==> config.mk <==
export PLATFORM = sky130hd
export DESIGN_NAME = cla_accum
export DESIGN_NICKNAME = d
export VERILOG_FILES = /design/src/rtl/cla_accum.sv
export SDC_FILE = /design/constraint.sdc
export NUM_CORES = 1
export LEC_CHECK = 0
export BUFFER_PORTS_ARGS = -buffer_cell sky130_fd_sc_hd__buf_2
export CAP_MARGIN = 10
export CORE_MARGIN = 10
export CORE_UTILIZATION = 61
export DETAILED_ROUTE_END_ITERATION = 12
export MAX_ROUTING_LAYER = met4
export PLACE_DENSITY = 0.95
export SLEW_MARGIN = 0
export SYNTH_ARGS = -nofsm -noshare
export SYNTH_HDL_FRONTEND = slang
export SYNTH_SLANG_ARGS = --single-unit
==> constraint.sdc <==
create_clock -name clk -period 8.4 [get_ports clk]
set_clock_uncertainty 0.1 [all_clocks]
set_input_delay 1.68 -clock clk [delete_from_list [all_inputs] [get_ports clk]]
set_output_delay 1.68 -clock clk [all_outputs]
set_load 0.05 [all_outputs]
==> src/rtl/cla_accum.sv <==
// cla_accum: two-stage pipelined two's-complement accumulator.
// Stage 1 registers the operand. Stage 2 adds or subtracts it into the
// accumulator through a grouped carry-lookahead adder, with optional
// saturation, a sticky signed-overflow flag and a saturating sample counter.
module cla_accum #(
  parameter int WIDTH    = 17,
  parameter int GROUP    = 4,
  parameter int SATURATE = 0
) (
  input  logic             clk,
  input  logic             reset,
  input  logic             in_valid,
  input  logic [WIDTH-1:0] in_data,
  input  logic             sub,
  input  logic             clear,
  output logic [WIDTH-1:0] acc_q,
  output logic             out_valid,
  output logic             ovf,
  output logic [7:0]       count
);

  // Number of CLA groups; the top group is narrower when WIDTH % GROUP != 0.
  localparam int NGRP = (WIDTH + GROUP - 1) / GROUP;

  localparam logic [WIDTH-1:0] MAX_POS = {1'b0, {(WIDTH-1){1'b1}}};
  localparam logic [WIDTH-1:0] MAX_NEG = {1'b1, {(WIDTH-1){1'b0}}};

  // Stage 1 state
  logic [WIDTH-1:0] op_q;
  logic             sub_q;
  logic             op_valid_q;

  // Stage 2 state (acc_q is itself the accumulator register)
  logic [WIDTH-1:0] acc_d;
  logic             ovf_q, ovf_d;
  logic [7:0]       count_q, count_d;
  logic             out_valid_q, out_valid_d;

  // Adder internals
  logic [WIDTH-1:0] b_eff;
  logic [WIDTH-1:0] bit_g, bit_p;
  logic [NGRP-1:0]  grp_g, grp_p;
  logic [NGRP:0]    grp_c;
  logic [WIDTH-1:0] bit_c;
  logic [WIDTH-1:0] sum;
  logic             la_carry, la_prop;
  logic             ovf_now;

  // Stage 1 valid: clear and reset both flush a pending operand.
  always_ff @(posedge clk) begin
    if (reset || clear) begin
      op_valid_q <= 1'b0;
    end else begin
      op_valid_q <= in_valid;
    end
  end

  // Stage 1 payload: only loaded with a valid sample.
  // NOTE: payload registers carry no reset; op_valid_q gates every use of them.
  always_ff @(posedge clk) begin
    if (in_valid) begin
      op_q  <= in_data;
      sub_q <= sub;
    end
  end

  // Grouped carry-lookahead adder computing acc_q + (sub ? ~op : op) + sub.
  // NOTE: every variable gets a default at the top so no path can infer a latch.
  always_comb begin
    b_eff    = sub_q ? ~op_q : op_q;
    bit_g    = acc_q & b_eff;
    bit_p    = acc_q | b_eff;
    grp_g    = '0;
    grp_p    = '0;
    grp_c    = '0;
    bit_c    = '0;
    la_carry = 1'b0;
    la_prop  = 1'b1;

    // Group generate/propagate, built from the group's LSB upward.
    // NOTE: blocking assignments here, so later lines see the updated values.
    for (int i = 0; i < WIDTH; i++) begin
      if (i % GROUP == 0) begin
        grp_g[i / GROUP] = bit_g[i];
        grp_p[i / GROUP] = bit_p[i];
      end else begin
        grp_g[i / GROUP] = bit_g[i] | (bit_p[i] & grp_g[i / GROUP]);
        grp_p[i / GROUP] = bit_p[i] & grp_p[i / GROUP];
      end
    end

    // Carry into each group in flat sum-of-products form, so no group waits
    // on the carry of the group below it. grp_c[NGRP] is the MSB carry-out.
    grp_c[0] = sub_q;
    for (int k = 0; k < NGRP; k++) begin
      la_carry = 1'b0;
      la_prop  = 1'b1;
      for (int j = k; j >= 0; j--) begin
        la_carry = la_carry | (la_prop & grp_g[j]);
        la_prop  = la_prop & grp_p[j];
      end
      grp_c[k + 1] = la_carry | (la_prop & sub_q);
    end

    // Bit carries inside each group start from the lookahead group carry.
    bit_c[0] = grp_c[0];
    for (int i = 1; i < WIDTH; i++) begin
      if (i % GROUP == 0) begin
        bit_c[i] = grp_c[i / GROUP];
      end else begin
        bit_c[i] = bit_g[i-1] | (bit_p[i-1] & bit_c[i-1]);
      end
    end

    sum     = acc_q ^ b_eff ^ bit_c;
    ovf_now = bit_c[WIDTH-1] ^ grp_c[NGRP];
  end

  // Stage 2 next state: accumulate, saturate if enabled, update flags.
  always_comb begin
    acc_d       = acc_q;
    ovf_d       = ovf_q;
    count_d     = count_q;
    out_valid_d = 1'b0;
    if (op_valid_q) begin
      out_valid_d = 1'b1;
      ovf_d       = ovf_q | ovf_now;
      count_d     = (count_q == 8'hFF) ? count_q : count_q + 8'd1;
      if ((SATURATE != 0) && ovf_now) begin
        // On overflow both effective operands share acc_q's sign bit.
        acc_d = acc_q[WIDTH-1] ? MAX_NEG : MAX_POS;
      end else begin
        acc_d = sum;
      end
    end
  end

  // Stage 2 registers; reset and clear return the same state.
  always_ff @(posedge clk) begin
    if (reset || clear) begin
      acc_q       <= '0;
      ovf_q       <= 1'b0;
      count_q     <= 8'd0;
      out_valid_q <= 1'b0;
    end else begin
      acc_q       <= acc_d;
      ovf_q       <= ovf_d;
      count_q     <= count_d;
      out_valid_q <= out_valid_d;
    end
  end

  assign out_valid = out_valid_q;
  assign ovf       = ovf_q;
  assign count     = count_q;

endmodule

# Word-level counts from Yosys, hierarchy flattened
# Index checks and enable logic that the tools add are counted.
# Widths: inputs -> output; s select.
# op_classes
bitwise_logic	108
n_addsub	1
muxes	2
reduce_logical	2
n_eq_ne	1
# ops
cell	n
$and 1x1->1	61
$or 1x1->1	40
$xor 17x17->17	2
$and 17x17->17	1
$mux 17	1
$not 17->17	1
$or 17x17->17	1
$add 8x1->8 const B	1
$eq 8x8->1 const B	1
$reduce_and 2->1	1
$logic_or 1x1->1	1
$mux 1	1
$not 1->1	1
$xor 1x1->1	1
# totals
output_inout_bits	27
inputBits	22
ff_bits	46
word_cells	121

# Logic depth before layout (Yosys ltp)
# Gate-level depths: netlist of the first run.
# logic_depth
ltp_word	20
ltp_mapped	19
ltp_nobuf	17

# Worst setup path after synthesis of the first run
# OpenSTA, ideal clock, no wires.
# synth_path
kind	register to register
from	register sub_q
to	register acc_q[15]
path_slack_ns	4.774
path_stages_with_launch	17
period_less_slack_ns	3.626
path_buffers	2
arrival_time_ns	3.398
setup_ns	0.128
required_ns	8.172
cell_sequence	edfxtp_1 -> buf_2 -> buf_2 -> xnor2_1 -> ha_1 -> nor2_1 -> nor4b_1 -> o31ai_1 -> nand3_1 -> a2111oi_0 -> fa_1 -> fa_1 -> fa_1 -> xor2_1 -> nor2_1 -> a21oi_1 -> nor2_1
# synth_via
elab_chain_cells	19
elab_cells_between_ends	46
cone_classes	1 x mux; 45 x bitwise
# synth_rtl
element	line	text
start, declared	30	logic sub_q;
start signal, assigned	63	sub_q <= sub;
$mux 17	70	b_eff = sub_q ? ~op_q : op_q;
$or 17x17->17 or $and 17x17->17 (tied branches)	72, 71	
$and 1x1->1	87	grp_g[i / GROUP] = bit_g[i] | (bit_p[i] & grp_g[i / GROUP]);
$or 1x1->1	87	
$and 1x1->1	87	
$or 1x1->1	87	
$and 1x1->1	87	
$or 1x1->1	87	
(+3 left out)	--	
$or 1x1->1	102	grp_c[k + 1] = la_carry | (la_prop & sub_q);
$and 1x1->1	111	bit_c[i] = bit_g[i-1] | (bit_p[i-1] & bit_c[i-1]);
$or 1x1->1	111	
$and 1x1->1	111	
$or 1x1->1	111	
$and 1x1->1	111	
$or 1x1->1	111	
$xor 17x17->17 (*)	115	sum = acc_q ^ b_eff ^ bit_c;
end signal, assigned	141	acc_q <= '0;
end signal, assigned	146	acc_q <= acc_d;
end, declared	16	output logic [WIDTH-1:0] acc_q,
# Mark *: on every way between the ends. The rest lies on a longest branch, timed or not.
# A chain may end at the register's enable or synchronous reset.

# Worst setup path after layout of the first run
# Same ends and word-level chain as after synthesis.

==> results of run 1 <==
-- metrics by stage --
step	cell area, sq um	worst slack, ps	hold WS [ps]
6_report	3210	3990	406
5_1_grt	3210	3700	441
4_1_cts	3210	4020	410
3_5_place_dp	3120	4170	389
3_3_place_gp	3120	4380	336
2_1_floorplan	2850	4770	468
-- synth_stat cells, types with 2 or more instances --
| master | number |
|---|---|
| buf_4 | 2 |
| and2_1 | 2 |
| edfxtp_1 | 18 |
| a21oi_1 | 6 |
| fa_1 | 11 |
| o31ai_1 | 2 |
| mux2i_1 | 4 |
| nor4_1 | 2 |
| clkbuf_1 | 5 |
| or4_1 | 2 |
| xnor2_1 | 7 |
| a211oi_1 | 9 |
| nand3_1 | 7 |
| ha_1 | 35 |
| o21ai_0 | 2 |
| nand2_1 | 4 |
| nand2b_1 | 2 |
| buf_2 | 2 |
| and3_1 | 3 |
| dfxtp_1 | 28 |
| inv_1 | 44 |
| nor2b_1 | 4 |
| xor2_1 | 21 |
| nor2_1 | 35 |
-- worst register-to-register path: cells and delay by family (launching register included) --
kind                     cells  cell delay (ps)
AO/OA/AOI/OAI                3              400
XOR/XNOR                     2              420
adder cells (fa/ha/maj)      4             1420
buffers and inverters        1              120
flip-flops                   1              950
AND/OR/NAND/NOR              5              860
-- area by class of cell --
class | instances | share of cell area, %
multi-input cells | 179 | 48.0
flip-flops and latches | 46 | 34.3
repair buffers | 49 | 7.72
inverters | 45 | 5.26
clock buffers | 6 | 2.30
well taps | 52 | 2.03
clock inverters | 2 | 0.429
-- registers in the layout (all words and copies together), names as in the netlist --
register    cells
acc_q          17
op_valid_q      1
ovf             1
count           8
sub_q           1
op_q           17
out_valid       1
-- power groups by stage --
stage	clock network [mW]	registers (mW)	logic, mW
after floorplan	0	0.259	0.0635
after global placement	0	0.255	0.0866
after detailed placement	0	0.255	0.0941
after CTS	0.137	0.250	0.0969
after global routing	0.148	0.252	0.108
final	0.135	0.250	0.0972
-- layout by cell type (no fill, tap or decap), types with 2 or more instances in the layout --
cell / instances
mux2i_1: 4
inv_1: 44
xor2_1: 21
o21ai_0: 2
a21oi_1: 6
buf_2: 48
nand3_1: 7
edfxtp_1: 18
dfxtp_1: 28
a211oi_1: 9
and3_1: 3
clkbuf_8: 5
and2_1: 2
or4_1: 2
nand2b_1: 2
o31ai_1: 2
nor4_1: 2
xnor2_1: 7
nand2_1: 4
nor2_1: 35
nor2b_1: 4
fa_1: 11
ha_1: 35
-- routing by layer --
layer  part of all wire, %  track usage [%]  vias up
met5                     0                -        -
met4                   3.1             8.66        0
met3                   6.2             4.60       24
met2                    52             28.6       93
met1                    39             18.6      987
li1                      -                -      998
-- how the worst min path moves through the flow --
stage,to,slack [ps],startpoint
2_1_floorplan,out_valid,470,op_valid_q
3_3_place_gp,ovf,340,ovf
3_5_place_dp,ovf,390,ovf
4_1_cts,ovf,410,ovf
5_1_grt,ovf,440,ovf
6_report,ovf,410,ovf
-- kinds of logic after synthesis --
kind of cell,synth area share (%)
muxes,1.80
xor gates and xnor gates,8.59
and+or+nand+nor,11.8
DFF,38.6
buffers and inverters,7.45
adders and majority gates,23.1
AOI/OAI and AO/OA,8.68
==> results.md, run 1 <==
* Setup tns final at 0 ps
* Fmax at ~0.23 GHz
* Die Area at roughly 0.0078 sq mm
* Via count at 2102
* Switching share of power at 29.8%
* Drt initial violations at 151
* Clock power share at 28.0%
* Crit-path cells: xor2_1, inv_1, ha_1, nor2_1, nor4b_1, o31ai_1, nand3_1, a2111oi_0, fa_1, fa_1, fa_1, xor2_1, nor2_1, a21oi_1, nor2_1
* Worst r2r dst: acc_q[15]
* Internal power at 0.339 mW
* Critical Path Max Stage Delay at 950 ps
* Routed Antenna Nets at 0
* GRT Total Usage at 17.2%
* Initial Utilization at roughly 64%
* Distinct cell type count after synthesis at 46
* Maximum VDD drop at ~0.13 mV
* Number of setup buffers added after CTS at 0
* Via/cell ratio at roughly 5.5
* Most used DFF post-synth: dfxtp_1
* CP max FO at 20
* Max-Slew Margin vs Limit at 40.2%
* WL/cell at about 17 microns
* Unrepaired setup endpoints after global routing: false
* WP buf/inv at 1
* Final hold vios at 0
* Post-Place Cells at 371
* I/O Pins at 49
* Port buffer count at 48
* Drt pass-1 iters at 5
* Hold-fix buffers at CTS at 0
* CTS resizes at 0
* Register area at 0.00110 sq mm
* Slew @ Worst Pin at 898 ps
* Final non-filler cell total at 379
* Total length of routed wires at 6270 microns
* Clk root buf: clkbuf_8
* Number of global-route vias before repair at 2245
* H-tree depth at 2
* Share of the synthesized area in the top cell type at around a fifth
* Pwr Density at 150 mW/mm^2
* Num Clock Sinks at 46
* Combinational power share at 20.1%
* Startpoint Class: register
* Yosys warns at 0
* Final net count at 394
* Post-Syn Instances at ~280
* Latest clock arrival within the worst-skew pair at 310 ps
* R2r setup slk at 3990 ps
* DR DRC count at 0
* Top delay family on crit path: adder cells
* Maximum number of pins on one net before global-route repair at 27
* Worst Hold Class: reg2reg
* # diodes at 0
* Post-synth top area cell: dfxtp_1
* RR Startpoint: sub_q
* Clock transition at the registers of the reported paths at 90 ps
* Worst reg-to-reg path cell count at 15
* GRT Residual Overflow at 0
* Switching Power at approximately 0.14 mW
* Crit-path slowest cell: edfxtp_1
* Row cnt at 24
* First-pass GRT wire length at about 10000 microns
* Setup crit end kind: register
* Setup CP Type: reg2reg
* Die X at 88.4 microns
* Final Critical Period at approximately 4400 ps
* Syn nets at 347
* Multi-input logic area at 0.00154 sq mm
* Status: complete, no violations
* #FFs+latches synth at 46
* Max-capacitance violation count at 0
* CP arrival at 4490 ps
* Area Overhead vs Synth at 12.5%
* Critical Path End: acc_q[15]
* Placer Congestion at around 0.9
* Sequential fraction of the synthesis area at 38.6%
* Critical path depth at 15
* Max Slew Vio Count at 0
* Core area at approximately 0.0044 sq mm
* Worst path required time at 8480 ps
* Period Utilization, post-route at 52.5%
* Mapped cell area at about 0.0029 sq mm
* Avg Inst Size Synth at 10.2 sq um
* Clock Path Buffers at 2
* Initial antenna violation count at 0
* Sequential share of power at 51.9%
* Finished Core Util at 72.2%
* Post-synth EDFFs at 18
* CTS tree: yes
* Share of layout cells above drive strength 1 at 20.2%
* # setup viols final at 0
* Hold path cells at 2
* Die height at 88.4 microns
* CP Launch Point: sub_q
* Pwr Total at approximately 0.48 mW
* DP HPWL at 4790 microns
* Synth area leaders: dfxtp_1, edfxtp_1, ha_1
* CTS buffer count at 5
* Async SR Flop Fraction at 0%
* Fillers at 293
* LEAKAGE at 1.45 nW
No activity file was read; power rests on OpenSTA's default activity.
==> run 2, diff against run 1 <==
--- a/config.mk
+++ b/config.mk
@@ -8,10 +8,10 @@
 export BUFFER_PORTS_ARGS = -buffer_cell sky130_fd_sc_hd__buf_2
 export CAP_MARGIN = 10
 export CORE_MARGIN = 10
-export CORE_UTILIZATION = 61
+export CORE_UTILIZATION = 51
 export DETAILED_ROUTE_END_ITERATION = 12
 export MAX_ROUTING_LAYER = met4
-export PLACE_DENSITY = 0.95
+export PLACE_DENSITY = 0.88
 export SLEW_MARGIN = 0
 export SYNTH_ARGS = -nofsm -noshare
 export SYNTH_HDL_FRONTEND = slang
==> constraint.sdc (replaced) <==
create_clock -name clk -period 3.8 [get_ports clk]
set_clock_uncertainty 0.1 [all_clocks]
set_input_delay 0.76 -clock clk [delete_from_list [all_inputs] [get_ports clk]]
set_output_delay 0.76 -clock clk [all_outputs]
set_load 0.05 [all_outputs]
==> results.md, run 2 (same netlist as run 1, synthesis figures left out) <==
* Status: complete, no violations
* Latest clock arrival within the worst-skew pair at 300 ps (about the same)
* Hold path start: ovf
* GRT Total Usage at 15.5% (-1.7 points)
* Crit-path slowest cell: edfxtp_1
* Via count at 2090 (-0.57%)
* Pwr Density at 364 mW/mm^2 (+140%)
* Crit-path cells: buf_12, xor2_1, inv_1, ha_1, nor2b_1, nor4b_4, o31ai_2, nand3_1, a2111oi_2, fa_2, fa_1, fa_1, xor2_1, nor2_1, a21oi_1, nor2_1
* Maximum VDD drop at 0.192 mV (+53%)
* Die X at 94.8 microns (+7.2%)
* Max-capacitance violation count at 0 (unchanged)
* First-pass GRT wire length at 10600 microns (+2.5%)
* CP max FO at 10 (-50%)
* Startpoint Class: register
* Port buffer count at 48 (unchanged)
* R2r setup slk at 120 ps (-3870 ps)
* DP HPWL at 4720 microns (-1.5%)
* Pwr Total at 1.25 mW (+160%)
* Worst path required time at 3880 ps (-4600 ps)
* Most common cell after layout, fill and taps aside: buf_2
* LEAKAGE at 1.53 nW (+5.9%)
* Via/cell ratio at 5.16 (-7.0%)
* WP buf/inv at 2 (+1)
* CP arrival at 3760 ps (-730 ps)
* Setup crit end kind: register
* CTS buffer count at 5 (unchanged)
* Drt initial violations at 147 (-2.6%)
* Critical path depth at 16 (+1)
* H-tree depth at 2 (unchanged)
* Most frequent cells in the layout: buf_2, inv_1, nor2_1, ha_1, dfxtp_1
* Final Instance Area at 0.00343 sq mm (+6.7%)
* Cell area after placement at 0.00318 sq mm (+1.7%)
* Post-Place Cells at 393 (+5.9%)
* Critical Path Max Stage Delay at 440 ps (-510 ps)
* Core area at 0.00547 sq mm (+23%)
* Die height at 94.8 microns (+7.2%)
* Top delay family on crit path: adder cells
* WL/cell at 16.5 microns (about the same)
* Fmax at 0.272 GHz (+20%)
* Total length of routed wires at 6700 microns (+6.8%)
* Max-Slew Margin vs Limit at 65.8% (+26 points)
* Initial antenna violation count at 0 (unchanged)
* # diodes at 0 (unchanged)
* DR DRC count at 0 (unchanged)
* Placer Congestion at 0.837 (-9.3%)
* Routed Antenna Nets at 0 (unchanged)
* Setup tns final at 0 ps (unchanged)
* Setup CP Type: reg2reg
* Clk root buf: clkbuf_8
* Maximum number of pins on one net before global-route repair at 27 (unchanged)
* Clock transition at the registers of the reported paths at 90 ps (about the same)
* Worst reg-to-reg path cell count at 16 (+1)
* Final Critical Period at 3680 ps (-726 ps)
* Initial Utilization at 52.1% (-12 points)
* Die Area at 0.00899 sq mm (+15%)
* # setup viols final at 0 (unchanged)
* Number of global-route vias before repair at 2224 (-0.94%)
* Hold path cells at 2 (unchanged)
* Final non-filler cell total at 405 (+6.9%)
* I/O Pins at 49 (unchanged)
* Worst Hold Class: reg2reg
* Num Clock Sinks at 46 (unchanged)
* Area Overhead vs Synth at 20.1%
* CTS tree: yes
* Slew @ Worst Pin at 513 ps (-385 ps)
* Max Slew Vio Count at 0 (unchanged)
* Period Utilization, post-route at 96.9% (+44 points)
* RR Startpoint: sub_q
* Final net count at 400 (+1.5%)
* Row cnt at 27 (+13%)
* GRT Residual Overflow at 0 (unchanged)
* Final hold vios at 0 (unchanged)
* Clock Path Buffers at 2 (unchanged)
* Drt pass-1 iters at 4 (-1)
* Hold-fix buffers at CTS at 0 (unchanged)
* Share of layout cells above drive strength 1 at 23.7% (+3.5 points)
* CP Launch Point: sub_q
* Finished Core Util at 62.6% (-9.6 points)
-- run 2: timing repair --
| action | CTS | global route |
|---|---|---|
| endpoints found under the setup margin | 0 | 3 |
| buffers inserted | 0 | 3 |
| resized for setup | 0 | 10 |
-- run 2: per-stage QoR --
step / hold slack, ps / worst slack [ps]
floorplan: 468 / 174
global placement: 333 / 219
CTS: 379 / 45.3
global route: 406 / -51.3
finish: 375 / 117
detailed placement: 363 / 62.0
-- run 2: area by class of cell --
| class | count | area, sq um |
|---|---|---|
| clock buffers | 6 | 82.6 |
| well taps | 72 | 90.1 |
| repair buffers | 55 | 323 |
| flip-flops and latches | 46 | 1100 |
| multi-input cells | 179 | 1600 |
| fillers | 425 | 2050 |
| inverters | 45 | 169 |
| clock inverters | 2 | 60.1 |
-- run 2: worst paths after layout --
path,endpoint
max reg2reg,acc_q[15]
min,ovf
min reg2reg,ovf
max,acc_q[15]
-- run 2: per-layer routing --
metal / up-vias / GRT usage [%] / part of all wire [%]
met3: 19 / 2.85 / 6.1
met4: 0 / 6.86 / 2.7
met5: - / - / 0
met2: 75 / 27.9 / 54
li1: 1008 / - / -
met1: 988 / 16.2 / 37
-- run 2: where the power goes --
part	total [mW]	switching [mW]	internal, mW
clock network	0.452	0.171	0.281
logic	0.248	0.149	0.0985
registers	0.549	0.0145	0.535
total	1.25	0.335	0.914
-- run 2: tightest hold or removal path, stage by stage, from the launching register on --
cell	delay, ps
dfxtp_1	320
nand2_1	50
nand3_1	50
